### src/rtl/atvn_fifo_pkg.sv
// -----------------------------------------------------------------------------
// atvn_fifo_pkg
// Shared constants and helpers for the dual-port-RAM FIFO controller and its
// prefetch skid buffer.
//   ADDRBIT_DEF / DEPTH_DEF / WIDTH_DEF / WR_LAT_DEF / RD_LAT_DEF
//                 default geometry and RAM latencies
//   CNTW          width of the occupancy count (ADDRBIT + 2)
//   ptr_inc()     pointer increment with wrap at an arbitrary depth
// -----------------------------------------------------------------------------
package atvn_fifo_pkg;

    localparam int ADDRBIT_DEF = 6;
    localparam int DEPTH_DEF   = 48;
    localparam int WIDTH_DEF   = 80;
    localparam int WR_LAT_DEF  = 2;
    localparam int RD_LAT_DEF  = 2;

    // The count must hold DEPTH + SKID, which can exceed 2**ADDRBIT.
    localparam int CNTW = ADDRBIT_DEF + 2;

    // Depth need not be a power of two, so the wrap is an explicit compare.
    function automatic int unsigned ptr_inc(input int unsigned ptr,
                                            input int unsigned depth);
        return (ptr >= depth - 32'd1) ? 32'd0 : ptr + 32'd1;
    endfunction

endpackage

### src/rtl/fifo_skid_buf.sv
// -----------------------------------------------------------------------------
// fifo_skid_buf
// Small register FIFO that catches RAM read returns and presents the head
// word first-word-fall-through.
//   clk, rst       clock, synchronous active-high reset
//   push_i         write push_dat_i into the tail
//   push_dat_i     data to push
//   pop_i          drop the head entry (ignored when empty)
//   vld_o          at least one entry held
//   head_o         oldest entry
//   cnt_o          number of entries held
// -----------------------------------------------------------------------------
module fifo_skid_buf
    import atvn_fifo_pkg::*;
#(
    parameter int N     = 3,
    parameter int WIDTH = WIDTH_DEF,
    parameter int CNTB  = $clog2(N + 1)
) (
    input  logic             clk,
    input  logic             rst,
    input  logic             push_i,
    input  logic [WIDTH-1:0] push_dat_i,
    input  logic             pop_i,
    output logic             vld_o,
    output logic [WIDTH-1:0] head_o,
    output logic [CNTB-1:0]  cnt_o
);

    localparam int              PW  = (N > 1) ? $clog2(N) : 1;
    localparam logic [CNTB-1:0] N_C = CNTB'(N);

    logic [WIDTH-1:0] slot_q [N];
    logic [PW-1:0]    head_q, head_d;
    logic [PW-1:0]    tail_q, tail_d;
    logic [CNTB-1:0]  cnt_q, cnt_d;
    logic             pop_ok, push_ok;

    // A push into a full buffer is still fine if the head leaves this cycle.
    always_comb begin
        pop_ok  = pop_i & (cnt_q != '0);
        push_ok = push_i & ((cnt_q != N_C) | pop_ok);
        head_d  = pop_ok  ? PW'(ptr_inc(32'(head_q), unsigned'(N))) : head_q;
        tail_d  = push_ok ? PW'(ptr_inc(32'(tail_q), unsigned'(N))) : tail_q;
        cnt_d   = cnt_q + CNTB'(push_ok) - CNTB'(pop_ok);
        vld_o   = (cnt_q != '0);
        head_o  = slot_q[head_q];
        cnt_o   = cnt_q;
    end

    always_ff @(posedge clk) begin
        if (rst) begin
            head_q <= '0;
            tail_q <= '0;
            cnt_q  <= '0;
        end else begin
            head_q <= head_d;
            tail_q <= tail_d;
            cnt_q  <= cnt_d;
        end
    end

    // Storage carries no reset; occupancy alone decides what is valid.
    always_ff @(posedge clk) begin
        if (push_ok) begin
            slot_q[tail_q] <= push_dat_i;
        end
    end

endmodule

### src/rtl/fifo_mem2rw_ctrl.sv
// -----------------------------------------------------------------------------
// fifo_mem2rw_ctrl
// Single-clock FIFO controller driving a dual-port RAM (port 0 write-only,
// port 1 read-only). Valid/ready write side, first-word-fall-through read
// side; RAM latency is hidden by prefetching into a RD_LAT+1 entry skid.
//   clk, rst       clock for everything, synchronous active-high reset
//   wr_vld/wr_rdy  write handshake, wr_dat write data
//   wr_drop        pulse when a write request is refused
//   rd_vld/rd_rdy  head-valid / pop handshake, rd_dat head data
//   count          entries held: RAM + reads in flight + skid
//   mem_a0/mem_we0/mem_di0   RAM write port
//   mem_a1/mem_re1/mem_do1   RAM read port (data RD_LAT cycles after strobe)
// -----------------------------------------------------------------------------
module fifo_mem2rw_ctrl
    import atvn_fifo_pkg::*;
#(
    parameter int ADDRBIT = ADDRBIT_DEF,
    parameter int DEPTH   = DEPTH_DEF,
    parameter int WIDTH   = WIDTH_DEF,
    parameter int WR_LAT  = WR_LAT_DEF,
    parameter int RD_LAT  = RD_LAT_DEF
) (
    input  logic               clk,
    input  logic               rst,
    input  logic               wr_vld,
    output logic               wr_rdy,
    input  logic [WIDTH-1:0]   wr_dat,
    output logic               wr_drop,
    output logic               rd_vld,
    input  logic               rd_rdy,
    output logic [WIDTH-1:0]   rd_dat,
    output logic [ADDRBIT+1:0] count,
    output logic [ADDRBIT-1:0] mem_a0,
    output logic               mem_we0,
    output logic [WIDTH-1:0]   mem_di0,
    output logic [ADDRBIT-1:0] mem_a1,
    output logic               mem_re1,
    input  logic [WIDTH-1:0]   mem_do1
);

    localparam int            SKID    = RD_LAT + 1;
    localparam int            CW      = ADDRBIT + 2;
    localparam int            SCW     = $clog2(SKID + 1);
    localparam logic [CW-1:0] DEPTH_C = CW'(DEPTH);
    localparam logic [CW-1:0] SKID_C  = CW'(SKID);

    logic [ADDRBIT-1:0] wptr_q, wptr_d;
    logic [ADDRBIT-1:0] rptr_q, rptr_d;
    logic [CW-1:0]      mem_cnt_q, mem_cnt_d;
    logic [CW-1:0]      avail_q, avail_d;
    logic [WR_LAT-1:0]  commit_q, commit_d;
    logic [RD_LAT-1:0]  rdtag_q, rdtag_d;

    logic [CW-1:0]      avail_eff;
    logic [CW-1:0]      inflight;
    logic               wr_acc, rd_issue, rd_ret, pop, commit_out;
    logic               skid_vld;
    logic [SCW-1:0]     skid_cnt;
    logic [WIDTH-1:0]   skid_head;

    // Handshakes, RAM strobes and next-state arithmetic. mem_cnt tracks words
    // in the RAM not yet read; avail tracks the committed subset of those.
    always_comb begin
        wr_rdy  = ~rst & (mem_cnt_q < DEPTH_C);
        wr_acc  = wr_vld & wr_rdy;
        wr_drop = ~rst & wr_vld & ~wr_rdy;

        rd_vld  = ~rst & skid_vld;
        rd_dat  = skid_head;
        pop     = rd_vld & rd_rdy;

        // A write leaving the commit pipe is already readable this cycle,
        // which keeps empty-to-output latency at WR_LAT + RD_LAT + 1.
        commit_out = commit_q[WR_LAT-1];
        avail_eff  = avail_q + CW'(commit_out);

        inflight = '0;
        for (int i = 0; i < RD_LAT; i++) begin
            inflight = inflight + CW'(rdtag_q[i]);
        end

        // Credit: skid plus in-flight reads must stay within SKID after this
        // edge. A same-cycle pop frees one slot, which is what lets the read
        // side sustain one word per cycle.
        rd_issue = ~rst & (avail_eff != '0) &
                   ((CW'(skid_cnt) + inflight) < (SKID_C + CW'(pop)));
        rd_ret   = rdtag_q[RD_LAT-1];

        mem_we0 = wr_acc;
        mem_a0  = rst ? '0 : wptr_q;
        mem_di0 = wr_dat;
        mem_re1 = rd_issue;
        mem_a1  = rst ? '0 : rptr_q;

        wptr_d    = wr_acc   ? ADDRBIT'(ptr_inc(32'(wptr_q), unsigned'(DEPTH))) : wptr_q;
        rptr_d    = rd_issue ? ADDRBIT'(ptr_inc(32'(rptr_q), unsigned'(DEPTH))) : rptr_q;
        mem_cnt_d = mem_cnt_q + CW'(wr_acc) - CW'(rd_issue);
        avail_d   = avail_eff - CW'(rd_issue);
        commit_d  = (commit_q << 1) | WR_LAT'(wr_acc);
        rdtag_d   = (rdtag_q << 1) | RD_LAT'(rd_issue);

        count = rst ? '0 : (mem_cnt_q + inflight + CW'(skid_cnt));
    end

    // Clearing the read tags on reset is what discards RAM data that is
    // still on its way back.
    always_ff @(posedge clk) begin
        if (rst) begin
            wptr_q    <= '0;
            rptr_q    <= '0;
            mem_cnt_q <= '0;
            avail_q   <= '0;
            commit_q  <= '0;
            rdtag_q   <= '0;
        end else begin
            wptr_q    <= wptr_d;
            rptr_q    <= rptr_d;
            mem_cnt_q <= mem_cnt_d;
            avail_q   <= avail_d;
            commit_q  <= commit_d;
            rdtag_q   <= rdtag_d;
        end
    end

    fifo_skid_buf #(
        .N     (SKID),
        .WIDTH (WIDTH),
        .CNTB  (SCW)
    ) u_skid (
        .clk        (clk),
        .rst        (rst),
        .push_i     (rd_ret),
        .push_dat_i (mem_do1),
        .pop_i      (pop),
        .vld_o      (skid_vld),
        .head_o     (skid_head),
        .cnt_o      (skid_cnt)
    );

endmodule

### config.mk
export PLATFORM = sky130hd
export DESIGN_NAME = fifo_mem2rw_ctrl
export DESIGN_NICKNAME = d
export VERILOG_FILES = /design/src/rtl/atvn_fifo_pkg.sv /design/src/rtl/fifo_skid_buf.sv /design/src/rtl/fifo_mem2rw_ctrl.sv
export SDC_FILE = /design/constraint.sdc
export NUM_CORES = 1
export LEC_CHECK = 0
export BUFFER_PORTS_ARGS = -buffer_cell sky130_fd_sc_hd__buf_2
export CAP_MARGIN = 15
export CELL_PAD_IN_SITES_DETAIL_PLACEMENT = 0
export CELL_PAD_IN_SITES_GLOBAL_PLACEMENT = 2
export CORE_AREA = 8 8 189 191
export DETAILED_ROUTE_END_ITERATION = 10
export DIE_AREA = 0 0 197 199
export HOLD_SLACK_MARGIN = 0.06
export PLACE_DENSITY = 0.93
export SYNTH_ARGS = -nofsm -noshare
export SYNTH_HDL_FRONTEND = slang
export SYNTH_SLANG_ARGS = --single-unit
### constraint.sdc
create_clock -name clk -period 12.3 [get_ports clk]
set_input_delay 1.23 -clock clk [delete_from_list [all_inputs] [get_ports clk]]
set_output_delay 1.23 -clock clk [all_outputs]
set_load 0.05 [all_outputs]
-- Word-level counts from Yosys, hierarchy flattened
Memories as Yosys holds them, arrays and structs flattened. A register that Yosys moved wholly into a read port is not among the register bits.
Index checks and enable logic that the tools add are counted.
- flip-flop bits (word level): 38
- bits in latches: 0
- RAM bits: 240
- ROM bits: 0
- output and inout port bits: 185
- logic and storage cells: 60
- memories: 1
- memories (name ; depth ; width ; read ports ; clocked after memory_dff ; wr ports ; line ; text):
    u_skid.slot_q ; 3 ; 80 ; 1 ; 1 ; 1 ; fifo_skid_buf.sv:33 ; logic [WIDTH-1:0] slot_q [N];
- $add $sub $neg: 15
- multipliers: 0
- div/mod/pow operators: 0
- order comparisons: 6
- equality and inequality tests: 1
- shifts and indexed selects: 0
- muxes and demuxes: 11
- bitwise logic cells: 15
- reductions and logical operators: 2
- operator list (cell ; count):
    $mux 6 ; 4
    $add 8x1->8 ; 2
    $add 8x2->8 ; 2
    $sub 8x1->8 ; 2
    $add 6x1->6 const B ; 2
    $ge 6x6->1 const B ; 2
    $and 1x1->1 ; 10
    $lt 8x6->1 const B ; 1
    $mux 2 ; 4
    $mux 8 ; 1
    $reduce_bool 8->1 ; 1
    $add 2x1->2 const B ; 2
    $ge 2x2->1 const B ; 2
    $or 2x1->2 ; 2
    $add 2x1->3 const A ; 1
    $add 2x2->3 ; 1
    $lt 3x3->1 ; 1
    $add 1x1->2 ; 1
    $add 2x1->2 ; 1
    $mux 1 ; 2
    $ne 2x2->1 const B ; 1
    $not 1->1 ; 2
    $reduce_bool 2->1 ; 1
    $sub 2x1->2 ; 1
    $or 1x1->1 ; 1

-- Logic depth before layout (Yosys ltp)
- word-level depth: 8
- gate-level depth with buffers: 17

-- Cells and area by module
Synthesis repeated with hierarchy kept, for this count alone.
- cell total of the unflattened synthesis: 893
- area, all modules: 12137.9 um^2
- modules (own cells, without submodules) (module ; instances ; cells each ; area each (um^2)):
    fifo_skid_buf ; 1 ; 542 ; 9243.9
    fifo_mem2rw_ctrl ; 1 ; 351 ; 2894.0

-- Worst setup path after synthesis
No wires, ideal clock.
- path type: input to register
- from: in rst
- to: mem u_skid.slot_q[2][0] (netlist bit) (enable)
- library setup time: 633 ps
- data arrival time: 7567 ps
- required time: 11667 ps
- setup slack: 4100 ps
- cell stages on the path: 5
- buffers on the path: 1
- cell sequence: buf_6 -> nand2b_4 -> nand3_1 -> nand2_1 -> nor3b_1
- cells in the longest elaborated chain, start to end: 8
- RTL lines (element ; line ; text):
    start, declared ; fifo_mem2rw_ctrl.sv:24 ; input logic rst,
    $not 1->1 ; fifo_mem2rw_ctrl.sv:68 ; rd_vld = ~rst & skid_vld;
    $and 1x1->1 ; fifo_mem2rw_ctrl.sv:68 ;
    $and 1x1->1 ; fifo_mem2rw_ctrl.sv:70 ; pop = rd_vld & rd_rdy;
    $and 1x1->1 ; fifo_skid_buf.sv:41 ; pop_ok = pop_i & (cnt_q != '0);
    $or 1x1->1 ; fifo_skid_buf.sv:42 ; push_ok = push_i & ((cnt_q != N_C) | pop_ok);
    $and 1x1->1 ; fifo_skid_buf.sv:42 ;
    $mux 1 ; fifo_skid_buf.sv:65 ; if (push_ok) begin
    $mux 1 (not written as such) ; fifo_skid_buf.sv:66 ; slot_q[tail_q] <= push_dat_i;
    end, declared ; fifo_skid_buf.sv:33 ;
No other way between the ends.

-- Worst setup path after layout
- from: reg rdtag_q[1]
- to: out count[7]
- cells in the longest elaborated chain, start to end: 4
- RTL lines (element ; line ; text):
    start, declared ; fifo_mem2rw_ctrl.sv:52 ; logic [RD_LAT-1:0] rdtag_q, rdtag_d;
    start signal, assigned ; fifo_mem2rw_ctrl.sv:121 ; rdtag_q <= rdtag_d;
    $add 1x1->2 ; fifo_mem2rw_ctrl.sv:79 ; inflight = inflight + CW'(rdtag_q[i]);
    $add 8x2->8 (2 in a row) ; fifo_mem2rw_ctrl.sv:102 ; count = rst ? '0 : (mem_cnt_q + inflight + CW'(skid_cnt));
    $mux 8 ; fifo_mem2rw_ctrl.sv:102 ;
    end, declared ; fifo_mem2rw_ctrl.sv:32 ; output logic [ADDRBIT+1:0] count,
No other way between the ends.

==> impl_results.html <==
<table>
<tr><th>Metric</th><th>Value</th></tr>
<tr><th colspan="2">Min path</th></tr>
<tr><td>Worst hold-check path type</td><td>flip-flop to flip-flop</td></tr>
<tr><th colspan="2">Timing</th></tr>
<tr><td>Final-report setup violation count</td><td>0</td></tr>
<tr><td>Post-Route Skew</td><td>0.0201 ns</td></tr>
<tr><td>TNS Setup</td><td>0 ns</td></tr>
<tr><td>Fmax</td><td>233 MHz</td></tr>
<tr><td>Slew HR</td><td>27.8%</td></tr>
<tr><td>Slew at the pin closest to its max-slew limit</td><td>1.08 ns</td></tr>
<tr><td>Final max-slew violation count</td><td>0</td></tr>
<tr><td>Time the final worst path needs with I/O delays and setup</td><td>4.29 ns</td></tr>
<tr><td>Final cycle utilization of the critical path</td><td>34.8%</td></tr>
<tr><td>Final Hold Violating Endpoints</td><td>0</td></tr>
<tr><td>Setup repair after global routing missed its margin</td><td>no</td></tr>
<tr><th colspan="2">Outcome</th></tr>
<tr><td>Outcome</td><td>completed</td></tr>
<tr><th colspan="2">Detailed routing</th></tr>
<tr><td>Via total after detailed routing</td><td>6,778</td></tr>
<tr><td>Number of iterations in the first detailed-routing pass</td><td>5</td></tr>
<tr><td>Final antenna-violating net count</td><td>0</td></tr>
<tr><td>Drt total wl</td><td>24,000 µm</td></tr>
<tr><td>Final routed wire length divided by cell count</td><td>16.4 µm</td></tr>
<tr><td>DRC violations left</td><td>0</td></tr>
<tr><td>Mean number of vias per cell</td><td>4.64</td></tr>
<tr><td>Violation count after the first detailed-routing iteration</td><td>277</td></tr>
<tr><th colspan="2">Power</th></tr>
<tr><td>Net switching power figure</td><td>0.00115 W</td></tr>
<tr><td>Clk pwr share</td><td>27.3%</td></tr>
<tr><td>Ratio of total power to cell area</td><td>226 nW/µm²</td></tr>
<tr><td>Comb power frac</td><td>33.8%</td></tr>
<tr><td>Peak supply drop</td><td>0.000108 V</td></tr>
<tr><td>Internal power</td><td>0.00193 W</td></tr>
<tr><td>Reported leakage power</td><td>4.88 nW</td></tr>
<tr><td>Proportion of power drawn by flip-flops and latches</td><td>39.0%</td></tr>
<tr><td>Net Sw Frac</td><td>37.3%</td></tr>
<tr><th colspan="2">Synthesis</th></tr>
<tr><td>Ys async rst share</td><td>0%</td></tr>
<tr><td>Syn nets</td><td>1,071</td></tr>
<tr><td>Synth Instances</td><td>879</td></tr>
<tr><td>Proportion of synthesized chip area in sequential cells</td><td>67.4%</td></tr>
<tr><td>Cell variety after synth</td><td>52</td></tr>
<tr><td>Flop and latch count out of synthesis</td><td>280</td></tr>
<tr><td>Count of flip-flops with a built-in enable after synthesis</td><td>240</td></tr>
<tr><td>Per-instance average area after synthesis</td><td>13.5 µm²</td></tr>
<tr><td>Netlist Area Pre-Place</td><td>11,900 µm²</td></tr>
<tr><td>Warnings, synthesis</td><td>0</td></tr>
<tr><td>Primary FF master, synth</td><td>edfxtp_1</td></tr>
<tr><th colspan="2">Setup path</th></tr>
<tr><td>Worst setup path class</td><td>flip-flop to primary output</td></tr>
<tr><td>Worst EP required</td><td>11.07 ns</td></tr>
<tr><td>Kind of capture point of the worst setup path</td><td>primary output</td></tr>
<tr><td>Crit path max fanout</td><td>3</td></tr>
<tr><td>Critical Path AT</td><td>3.06 ns</td></tr>
<tr><td>Startpoint class of the critical path</td><td>flip-flop</td></tr>
<tr><th colspan="2">Clock tree</th></tr>
<tr><td>Clock Root Buffer</td><td>clkbuf_16</td></tr>
<tr><td>Number of H-tree levels</td><td>1</td></tr>
<tr><td>Post-cts gate resize count</td><td>0</td></tr>
<tr><td>Hold-fix buffers at CTS</td><td>0</td></tr>
<tr><td>CTS buffer count</td><td>29</td></tr>
<tr><td>Count of buffers added by post-CTS timing repair for setup</td><td>0</td></tr>
<tr><td>Maximum clock insertion buffer count</td><td>3</td></tr>
<tr><td>Worst skew pair latency</td><td>0.54 ns</td></tr>
<tr><td>Clock tree from TritonCTS</td><td>built</td></tr>
<tr><td>Number of clock sinks seen by CTS</td><td>280</td></tr>
<tr><td>Reg clk slew, reported paths</td><td>0.06 ns</td></tr>
<tr><th colspan="2">Final layout</th></tr>
<tr><td>Finished Layout Cells</td><td>1,462</td></tr>
<tr><td>Most common cell after layout, fill and taps aside</td><td>edfxtp_1</td></tr>
<tr><td>Area added between synthesis and finish</td><td>14.8%</td></tr>
<tr><td>Share of post-route cells with drive strength above 1</td><td>25.4%</td></tr>
<tr><td>Number of nets in the final layout</td><td>1,184</td></tr>
<tr><td>Top library cells by usage in the layout, fill and taps aside</td><td>240 x edfxtp_1, 188 x buf_2, 105 x nand2_1</td></tr>
<tr><td>Number of diodes</td><td>0</td></tr>
<tr><th colspan="2">Die</th></tr>
<tr><td>Top-level I/O count</td><td>349</td></tr>
<tr><td>Die Outline Area</td><td>39,200 µm²</td></tr>
<tr><td>Chip Height</td><td>199 µm</td></tr>
<tr><td>Floorplan die width</td><td>197 µm</td></tr>
<tr><td>Core outline area</td><td>32,900 µm²</td></tr>
<tr><td>Initial core utilization</td><td>36.1%</td></tr>
<tr><td>FP Rows</td><td>67</td></tr>
<tr><th colspan="2">Global routing</th></tr>
<tr><td>Total overflow reported by the global router</td><td>0</td></tr>
<tr><td>Via count of the first global-routing pass</td><td>6,900</td></tr>
<tr><td>Global Route Usage Sum</td><td>11.9%</td></tr>
<tr><td>Number of antenna violations at the first check in global routing</td><td>2</td></tr>
<tr><td>Global-route wire length before repair</td><td>37,400 µm</td></tr>
<tr><td>Pin count of the biggest net entering global routing</td><td>111</td></tr>
<tr><th colspan="2">Placement</th></tr>
<tr><td>Routability Congestion</td><td>0.735</td></tr>
<tr><td>DP Wirelength</td><td>15,900 µm</td></tr>
<tr><td>Placed instance count</td><td>1,409</td></tr>
<tr><td>Port Buffer Count</td><td>188</td></tr>
<tr><th colspan="2">Job</th></tr>
<tr><td>Max-cap viol count</td><td>0</td></tr>
</table>
[metal layers]
metal,track usage [%],part of all wire [%],up-vias
met4,2.95,1.7,4
met3,3.81,8.3,39
met5,0,0.11,-
met1,14.6,42,3181
li1,-,-,3302
met2,20.2,48,252
[flip-flops by register name, indices dropped and copies added (netlist names), named ones only]
register	flops
wptr_q	6
mem_cnt_q	8
rptr_q	6
rdtag_q	2
commit_q	2
avail_q	8
u_skid.head_q	2
u_skid.slot_q	240
u_skid.cnt_o	2
u_skid.tail_q	2
[power groups by stage]
stage,combinational [W],clock (W),sequential [W]
6_report,0.00104,0.000840,0.00120
5_1_grt,0.00113,0.000906,0.00121
4_1_cts,0.00106,0.000871,0.00120
3_5_place_dp,0.00106,0,0.00122
3_3_place_gp,0.00105,0,0.00122
2_1_floorplan,0.000899,0,0.00120
[cells in the mapped netlist (2+ instances only)]
library cell  number  share of area (%)
nand3_1            9               0.38
clkbuf_1          26               0.82
nand4_1            2               0.11
a21o_1             3               0.19
ha_1              25                2.6
mux2_2             3               0.28
o21ai_0           86                3.6
xor2_1            14                1.0
nor2_1            42                1.3
fa_1               3               0.51
buf_1              4               0.13
a21oi_1           11               0.46
edfxtp_1         240                 61
dfxtp_1           40                6.7
and3_1             2               0.11
a31o_2             3               0.22
nand2_1          105                3.3
nor3_1             8               0.34
nand2b_1           2               0.11
nor2b_1           19                1.0
inv_1             26               0.82
mux2i_1           81                6.8
a211oi_1           2               0.13
xnor2_1           13               0.96
buf_4             81                5.1
a311oi_1           3               0.22
[logic make-up (layout without fill, tap and decap cells)]
logic type	after synthesis	count (layout)	share of synthesized area [%]
xor+xnor	27	27	1.99
mux	84	84	7.11
flops	280	280	67.4
compound gates	124	124	6.06
buf+inv	139	274	7.03
fa+ha+maj	28	28	3.14
simple gates	197	197	7.27
[path summary, 6_finish.rpt]
path                               start                       to  slack, ns  depth (start not counted)
setup / recovery   rdtag_q[1]$_SDFF_PP0_                 count[7]       8.01                         12
hold / removal    commit_q[0]$_SDFF_PP0_   commit_q[1]$_SDFF_PP0_       0.43                          1
setup reg to reg   rdtag_q[0]$_SDFF_PP0_  mem_cnt_q[7]$_SDFF_PP0_       8.77                         14
hold reg to reg   commit_q[0]$_SDFF_PP0_   commit_q[1]$_SDFF_PP0_       0.43                          1
[metrics by stage]
step	power, W	cell area (µm²)	util, %	worst slack [ns]	hold slack [ns]
2_1_floorplan	0.00210	11900	-	4.10	0.414
3_3_place_gp	0.00226	12700	38.7	7.86	0.428
3_5_place_dp	0.00227	12700	38.7	7.83	0.425
4_1_cts	0.00313	13600	41.5	7.93	0.439
5_1_grt	0.00325	13600	41.5	7.74	0.449
6_report	0.00308	13600	41.5	8.01	0.433
[final cells by class]
class | count | area [µm²]
Clock inverter | 19 | 183
Sequential cell | 280 | 8020
Timing Repair Buffer | 195 | 993
Tap cell | 448 | 561
Multi-Input combinational cell | 460 | 3050
Inverter | 26 | 98.8
Clock buffer | 34 | 744
Fill cell | 3077 | 19200
[critical path, cell delays in order (launching register included)]
cell and delay, ns:
dfxtp_1 0.33, ha_1 0.31, inv_1 0.05, fa_1 0.35
inv_1 0.06, ha_1 0.16, inv_1 0.06, fa_1 0.40
nor2b_1 0.20, nand2_1 0.09, xnor2_1 0.14, nor2_1 0.09
buf_2 0.28
No activity file was read; power rests on OpenSTA's default activity.
